**config.mk**
```make
export PLATFORM = sky130hd
export DESIGN_NAME = complex_op_arbiter
export DESIGN_NICKNAME = d
export VERILOG_FILES = /design/src/rtl/complex_op_arbiter.sv
export SDC_FILE = /design/constraint.sdc
export NUM_CORES = 1
export LEC_CHECK = 0
export ABC_CLOCK_PERIOD_IN_PS = 2650
export BUFFER_PORTS_ARGS = -buffer_cell sky130_fd_sc_hd__buf_4
export CORE_MARGIN = 8
export CORE_UTILIZATION = 55
export CTS_CLUSTER_DIAMETER = 200
export DETAILED_ROUTE_END_ITERATION = 7
export PLACE_DENSITY_LB_ADDON = 0.15
export SYNTH_ARGS = -nofsm -noshare
export SYNTH_HDL_FRONTEND = slang
export SYNTH_SLANG_ARGS = --single-unit
```
**constraint.sdc**
```tcl
create_clock -name clk -period 2.65 [get_ports clk]
set_input_delay 0.53 -clock clk [delete_from_list [all_inputs] [get_ports clk]]
set_output_delay 0.53 -clock clk [all_outputs]
set_load 0.005 [all_outputs]
```
**src/rtl/complex_op_arbiter.sv**
```systemverilog
// complex_op_arbiter: two-requester round-robin arbiter in front of a
// two-stage pipelined datapath computing ((a & b) | (a ^ b)) + b.
// Stage S1 holds the granted operands and requester id; stage S2 holds the
// result and id and drives rsp_*. Both stages move together whenever the
// output is empty or being consumed, so internal bubbles never block traffic.
module complex_op_arbiter #(
  parameter int WIDTH = 16
) (
  input  logic             clk,
  input  logic             rst,
  input  logic             req0_valid,
  input  logic [WIDTH-1:0] req0_a,
  input  logic [WIDTH-1:0] req0_b,
  output logic             req0_ready,
  input  logic             req1_valid,
  input  logic [WIDTH-1:0] req1_a,
  input  logic [WIDTH-1:0] req1_b,
  output logic             req1_ready,
  output logic             rsp_valid,
  output logic [WIDTH-1:0] rsp_data,
  output logic             rsp_id,
  input  logic             rsp_ready
);

  logic             adv;
  logic             grant0;
  logic             grant1;
  logic             last_grant;
  logic             s1_valid;
  logic [WIDTH-1:0] s1_a;
  logic [WIDTH-1:0] s1_b;
  logic             s1_id;
  logic [WIDTH-1:0] s1_result;

  // The whole pipeline advances when the output slot is empty or being taken.
  always_comb begin
    adv = !rsp_valid || rsp_ready;
  end

  // Round-robin grant: a lone requester always wins, contention goes to the
  // requester that did not win last time; nothing is granted during a stall
  // or while reset is held.
  always_comb begin
    grant0 = 1'b0;
    grant1 = 1'b0;
    if (!rst && adv) begin
      if (req0_valid && req1_valid) begin
        if (last_grant) begin
          grant0 = 1'b1;
        end else begin
          grant1 = 1'b1;
        end
      end else if (req0_valid) begin
        grant0 = 1'b1;
      end else if (req1_valid) begin
        grant1 = 1'b1;
      end
    end
  end

  assign req0_ready = grant0;
  assign req1_ready = grant1;

  // Last-grant pointer moves only on an accepted request; resets to 1 so
  // requester 0 wins the first contention.
  always_ff @(posedge clk) begin
    if (rst) begin
      last_grant <= 1'b1;
    end else if (grant0) begin
      last_grant <= 1'b0;
    end else if (grant1) begin
      last_grant <= 1'b1;
    end
  end

  // Stage S1: capture the granted operands and id, or a bubble if no grant.
  always_ff @(posedge clk) begin
    if (rst) begin
      s1_valid <= 1'b0;
      s1_a     <= '0;
      s1_b     <= '0;
      s1_id    <= 1'b0;
    end else if (adv) begin
      s1_valid <= grant0 || grant1;
      if (grant1) begin
        s1_a  <= req1_a;
        s1_b  <= req1_b;
        s1_id <= 1'b1;
      end else if (grant0) begin
        s1_a  <= req0_a;
        s1_b  <= req0_b;
        s1_id <= 1'b0;
      end
    end
  end

  // Result of the S1 operands, truncated to WIDTH bits (carry dropped).
  always_comb begin
    s1_result = ((s1_a & s1_b) | (s1_a ^ s1_b)) + s1_b;
  end

  // Stage S2: register the result and id onto the response port.
  always_ff @(posedge clk) begin
    if (rst) begin
      rsp_valid <= 1'b0;
      rsp_data  <= '0;
      rsp_id    <= 1'b0;
    end else if (adv) begin
      rsp_valid <= s1_valid;
      if (s1_valid) begin
        rsp_data <= s1_result;
        rsp_id   <= s1_id;
      end
    end
  end

endmodule

```
==> results of run 1 <==
==> stage by stage <==
stage | instance area, µm² | utilization (%) | hold slack, ns | worst slack (ns)
floorplan | 2770 | - | 0.429 | 0.534
global placement | 3480 | 70.0 | 0.438 | 0.594
detailed placement | 3480 | 70.0 | 0.445 | 0.495
CTS | 3570 | 71.6 | 0.457 | 0.709
global route | 3570 | 71.6 | 0.479 | 0.559
finish | 3570 | 71.6 | 0.454 | 0.702
==> registers in the layout, indices dropped and copies added, names as in the netlist <==
| name | cells |
|---|---|
| rsp_valid | 1 |
| rsp_data | 16 |
| s1_b | 16 |
| s1_valid | 1 |
| s1_a | 16 |
| s1_id | 1 |
| rsp_id | 1 |
| last_grant | 1 |
==> cells by family (layout without fill, tap and decap cells) <==
family / count (synthesis) / in the layout
flops: 53 / 53
compound gates: 93 / 93
fa+ha+maj: 1 / 1
buf+inv: 26 / 105
simple gates: 121 / 121
mux: 33 / 33
xor+xnor: 9 / 9
==> placed cells by master (no fill, tap or decap), drive strengths merged, types with 3 or more instances in the layout <==
| cell type | synthesis | routed |
|---|---|---|
| dfxtp | 53 | 53 |
| inv | 4 | 4 |
| xor2 | 3 | 3 |
| nor2 | 46 | 46 |
| nand4bb | 3 | 3 |
| nand2 | 36 | 36 |
| clkbuf | 17 | 6 |
| nand2b | 8 | 8 |
| o211ai | 4 | 4 |
| xnor2 | 6 | 6 |
| nor2b | 11 | 11 |
| a21oi | 30 | 30 |
| and3 | 5 | 5 |
| buf | 5 | 93 |
| a211oi | 34 | 34 |
| mux2i | 33 | 33 |
| o21ai | 13 | 13 |
==> final cells by class <==
cell class | instances | area, µm²
inverters | 4 | 15.0
clock buffers | 6 | 72.6
clock inverters | 2 | 10.0
multi-input cells | 257 | 1610
flip-flops and latches | 53 | 1060
fillers | 440 | 1410
repair buffers | 93 | 711
well taps | 70 | 87.6
==> layer usage <==
metal	wire length (µm)	global-route usage (%)	vias up	share of wire, %
li1	-	-	1354	-
met1	3370	25.2	1196	46
met2	3320	31.4	86	46
met3	537	5.47	5	7.4
met4	46	3.60	0	0.63
met5	0	0	-	0
==> final timing paths <==
path	slack, ns	depth (start not counted)	start	to
setup / recovery	0.70	8	s1_a[1]$_SDFFE_PP0P_	rsp_data[12]$_SDFFE_PP0P_
hold / removal	0.45	2	rsp_data[13]$_SDFFE_PP0P_	rsp_data[13]$_SDFFE_PP0P_
setup reg to reg	0.70	8	s1_a[1]$_SDFFE_PP0P_	rsp_data[12]$_SDFFE_PP0P_
hold reg to reg	0.45	2	rsp_data[13]$_SDFFE_PP0P_	rsp_data[13]$_SDFFE_PP0P_
==> power by group through the flow <==
stage	Combinational (mW)	Clock [mW]	Sequential, mW
2_1_floorplan	0.245	0	0.924
3_3_place_gp	0.382	0	0.940
3_5_place_dp	0.394	0	0.942
4_1_cts	0.397	0.444	0.924
5_1_grt	0.436	0.474	0.935
6_report	0.394	0.441	0.925
==> tightest hold or removal path: cells and delay by family (launching register included) <==
family / cells / cell delay [ns]
AO/OA/AOI/OAI: 1 / 0.05
AND/OR/NAND/NOR: 1 / 0.05
flip-flops: 1 / 0.32
==> impl_metrics.ini, run 1 <==
[synthesis]
yosys-top-cells-area = dfxtp_1 (38%), mux2i_1 (12%), a211oi_1 (8.9%)
synth_xor_xnor_area_share_pct = 2.84
synth-simple-area-share_pct = 20.7
synth_top_flop_cell = dfxtp_1
synth_most_common_cell = dfxtp_1
netlist.area_leader.share_pct = 38.2
synthMuxAreaShare_pct = 11.9
synth_compound_area_share_pct = 21.9
yosysTopAreaCell = dfxtp_1
netlist_area_um2 = 2770
synth_top_family_by_area = compound AO/OA/AOI/OAI gates
ys_warn_count = 0
synth_fp_nets = 406
synth_seq_cells = 53
syn_area_per_cell_um2 = 8.26
yosys.area_share.adder_pct = 0.451
syn_inst = 336
yosysUniqueCellTypes = 41
async_reset_ff_share_pct = 0
synth_edf_count = 0
ys_top_cells_by_count = dfxtp_1 (53), nor2_1 (46), nand2_1 (36), a211oi_1 (33), mux2i_1 (33)
ys_seq_area_share_pct = 38.2

[global_route]
grt-ovfl-total = 0
grt_pass1_wl_mm = 12.0
antenna_found_initial = 0
track_usage_pct = 19.5
grt_max_degree = 68
grt_pass1_vias = 2613

[placed_design]
port_buffers = 88
gp_congestion = 0.852
place.detailed.hpwl_mm = 5.50
place_inst = 477

[sta]
timing.final.max_slew_violations = 0
min_period_ns = 1.95
worstMarginPinSlew_ns = 0.584
timing.final.hold_violations = 0
finClkSkew_ns = 0.00900
period_share_pct = 73.5
setup_viol = 0
fmax_ghz = 0.513
setup_tns_ns = 0
rsz0062_at_grt = no
max_slew_margin_pct = 61.0

[cts]
numCtsBuffers = 5
clk_root_buffer_cell = clkbuf_8
post_cts_buffers = 0
htreeDepth = 2
insertion_delay_ns = 0.30
clk_pin_slew_ns = 0.10
clock-sinks = 53
cts_tree = yes
cts_resized = 0
clock_path_buffers = 2
cts_hold_buf = 0

[die]
dieArea_um2 = 7570
start_util_pct = 55.7
die_h_um = 87.0
coreArea_um2 = 4980
die_w_um = 87.0
io_pins = 89
rows = 26

[routing]
drt-initial-drc-count = 120
wire_per_inst_um = 15.0
drcViolationCount = 0
dr.pass1.iters = 4
wirelength_mm = 7.28
ant_nets = 0
via_per_inst = 5.45
vias = 2641

[power_and_ir_drop]
p_switching_uw = 507
combPwrFrac_pct = 22.4
pwr_density_cell_nw_per_um2 = 493
swShare_pct = 28.8
p_leak_nw = 1.44
power_mw = 1.76
seq_power_share_pct = 52.6
pwr-share-clk_pct = 25.0
ir_drop_uv = 351
p_int_mw = 1.25

[worst_setup_path]
crit_slowest_cell = dfxtp_1
worst_ep_arrival_time_ns = 2.14
cp.required_ns = 2.84
critical_path_class = flop to flop
crit_buf_inv = 0
cp-end-kind = flop
critPathLaunchType = flop
cpPeakStageDelay_ns = 0.39
path_max_fanout = 4
path_cells = nor2b_1 -> ha_1 -> o211ai_1 -> a211oi_1 -> nor2_1 -> o21ai_1 -> mux2i_1 -> o22ai_1
crit_family = compound AO/OA/AOI/OAI gates

[cells_and_area]
nNetsFinal = 484
drive_gt1_share_pct = 25.3
antenna_cells = 0
synthToLayoutAreaGrowth_pct = 28.6
instances_no_fill = 485

[outcome]
status = complete, no violations

[worst_hold_path]
hp-class = flop to flop

[job]
cap_viol_max_count = 0
Note: power is estimated with default switching activity, not from simulation.
==> inputs of run 2 (changes only) <==
--- a/config.mk
+++ b/config.mk
@@ -5,10 +5,10 @@
 export SDC_FILE = /design/constraint.sdc
 export NUM_CORES = 1
 export LEC_CHECK = 0
-export ABC_CLOCK_PERIOD_IN_PS = 2650
+export ABC_CLOCK_PERIOD_IN_PS = 2000
 export BUFFER_PORTS_ARGS = -buffer_cell sky130_fd_sc_hd__buf_4
 export CORE_MARGIN = 8
-export CORE_UTILIZATION = 55
+export CORE_UTILIZATION = 51
 export CTS_CLUSTER_DIAMETER = 200
 export DETAILED_ROUTE_END_ITERATION = 7
 export PLACE_DENSITY_LB_ADDON = 0.15
==> constraint.sdc (replaced) <==
create_clock -name clk -period 2 [get_ports clk]
set_input_delay 0.4 -clock clk [delete_from_list [all_inputs] [get_ports clk]]
set_output_delay 0.4 -clock clk [all_outputs]
set_load 0.005 [all_outputs]
==> impl_metrics.ini, run 2 (synthesized netlist as in run 1, its figures left out) <==
[worst_setup_path]
cpPeakStageDelay_ns = 0.40
crit_family = compound AO/OA/AOI/OAI gates
critical_path_class = flop to flop
reg2reg_depth = 6
crit_buf_inv = 0
path_cells = a21o_1 -> a22o_1 -> a211oi_4 -> o31ai_1 -> or4_1 -> o211ai_1
r2r_start = s1_a[4]$_SDFFE_PP0P_
crit_slowest_cell = or4_1
cp.depth = 6
critPathLaunchType = flop
cp.required_ns = 2.22
path_max_fanout = 4
worstSetupStartpoint = s1_a[4]$_SDFFE_PP0P_
worst_ep_arrival_time_ns = 2.09
cp-end-kind = flop

[cts]
clock-sinks = 53
cts_hold_buf = 0
cts_tree = yes
clk_root_buffer_cell = clkbuf_8
clock_path_buffers = 2
clk_pin_slew_ns = 0.09
numCtsBuffers = 5
insertion_delay_ns = 0.30
htreeDepth = 2

[cells_and_area]
instances_no_fill = 491
final_cell_mix = buf_4 (96), dfxtp_1 (52), nor2_1 (45)
multi_input_area_um2 = 1630
nNetsFinal = 488
finish.utilization_pct = 67.3
drive_gt1_share_pct = 27.0
seq_area_um2 = 1060
final_common_cell = buf_4
antenna_cells = 0
top_regs = rsp_data (16), s1_a (16), s1_b (16)
fillers = 484
synthToLayoutAreaGrowth_pct = 30.3

[die]
start_util_pct = 51.6
die_w_um = 89.8
dieArea_um2 = 8060
coreArea_um2 = 5370
io_pins = 89
die_h_um = 89.8
rows = 27

[routing]
ant_nets = 0
wirelength_mm = 7.45
drt-initial-drc-count = 89
vias = 2690
wire_per_inst_um = 15.2
drcViolationCount = 0
via_per_inst = 5.48
dr.pass1.iters = 4

[power_and_ir_drop]
ir_drop_uv = 463
p_leak_nw = 1.46
power_mw = 2.33
pwr_density_cell_nw_per_um2 = 645

[placed_design]
port_buffers = 88
pre_cts_slack_ns = 0.0713
place_inst = 482
gp_congestion = 0.879
place.detailed.hpwl_mm = 5.59

[sta]
finalWorstSetupSlack_ns = 0.128
fmax_ghz = 0.534
max_slew_margin_pct = 66.0
timing.final.hold_violations = 0
period_share_pct = 93.6
setup_viol = 0
timing.final.max_slew_violations = 0
min_period_ns = 1.87
finClkSkew_ns = 0.00597
worstMarginPinSlew_ns = 0.511

[global_route]
track_usage_pct = 17.9
grt_max_degree = 68
grt_pass1_wl_mm = 12.4
grt-ovfl-total = 0
grt_pass1_vias = 2641
antenna_found_initial = 0

[outcome]
status = complete, no violations

[worst_hold_path]
holdCritStartpoint = req1_b[5]
hp-class = primary input to flop
holdPathStages = 3

[job]
cap_viol_max_count = 0
[run 2: routing by layer]
metal	wire [µm]	vias up	GRT usage, %
li1	-	1364	-
met1	3500	1244	22.5
met2	3330	75	28.2
met3	544	7	6.32
met4	73	0	4.80
met5	0	-	0
[run 2: path summary, 6_finish.rpt]
path                               end  slack, ns
max          rsp_data[15]$_SDFFE_PP0P_       0.13
min reg2reg         s1_id$_SDFFE_PP0P_       0.45
min               s1_b[5]$_SDFFE_PP0P_       0.38
max reg2reg  rsp_data[15]$_SDFFE_PP0P_       0.13
[run 2: layout make-up]
class	instances	area share, %
multi-input cells	257	45.0
flip-flops and latches	53	29.4
repair buffers	97	20.5
well taps	72	2.49
clock buffers	8	2.22
inverters	4	0.416
[run 2: power by group]
part	switching (mW)	leakage (nW)	total, mW	internal, mW
Combinational	0.245	0.982	0.531	0.285
Sequential	0.0879	0.435	1.23	1.14
Clock	0.325	0.0395	0.575	0.250
Total	0.658	1.46	2.33	1.67
[run 2: stage by stage]
step	cell area, µm²	hold slack, ns	setup TNS [ns]
floorplan	2770	0.429	0
CTS	3590	0.379	0
global placement	3510	0.439	0
global route	3610	0.387	-0.0307
detailed placement	3510	0.445	0
finish	3610	0.383	0
[run 2: worst register-to-register path, stage by stage, from the launching register on]
cell and delay [ns]:
dfxtp_1 0.35, a21o_1 0.20, a22o_1 0.25, a211oi_4 0.32
o31ai_1 0.15, or4_1 0.40, o211ai_1 0.11
[run 2: what timing repair did]
| item | in CTS | in global routing |
|---|---|---|
| gates resized for setup | 0 | 6 |
| buffers inserted | 0 | 1 |
| setup endpoints to repair | 0 | 3 |
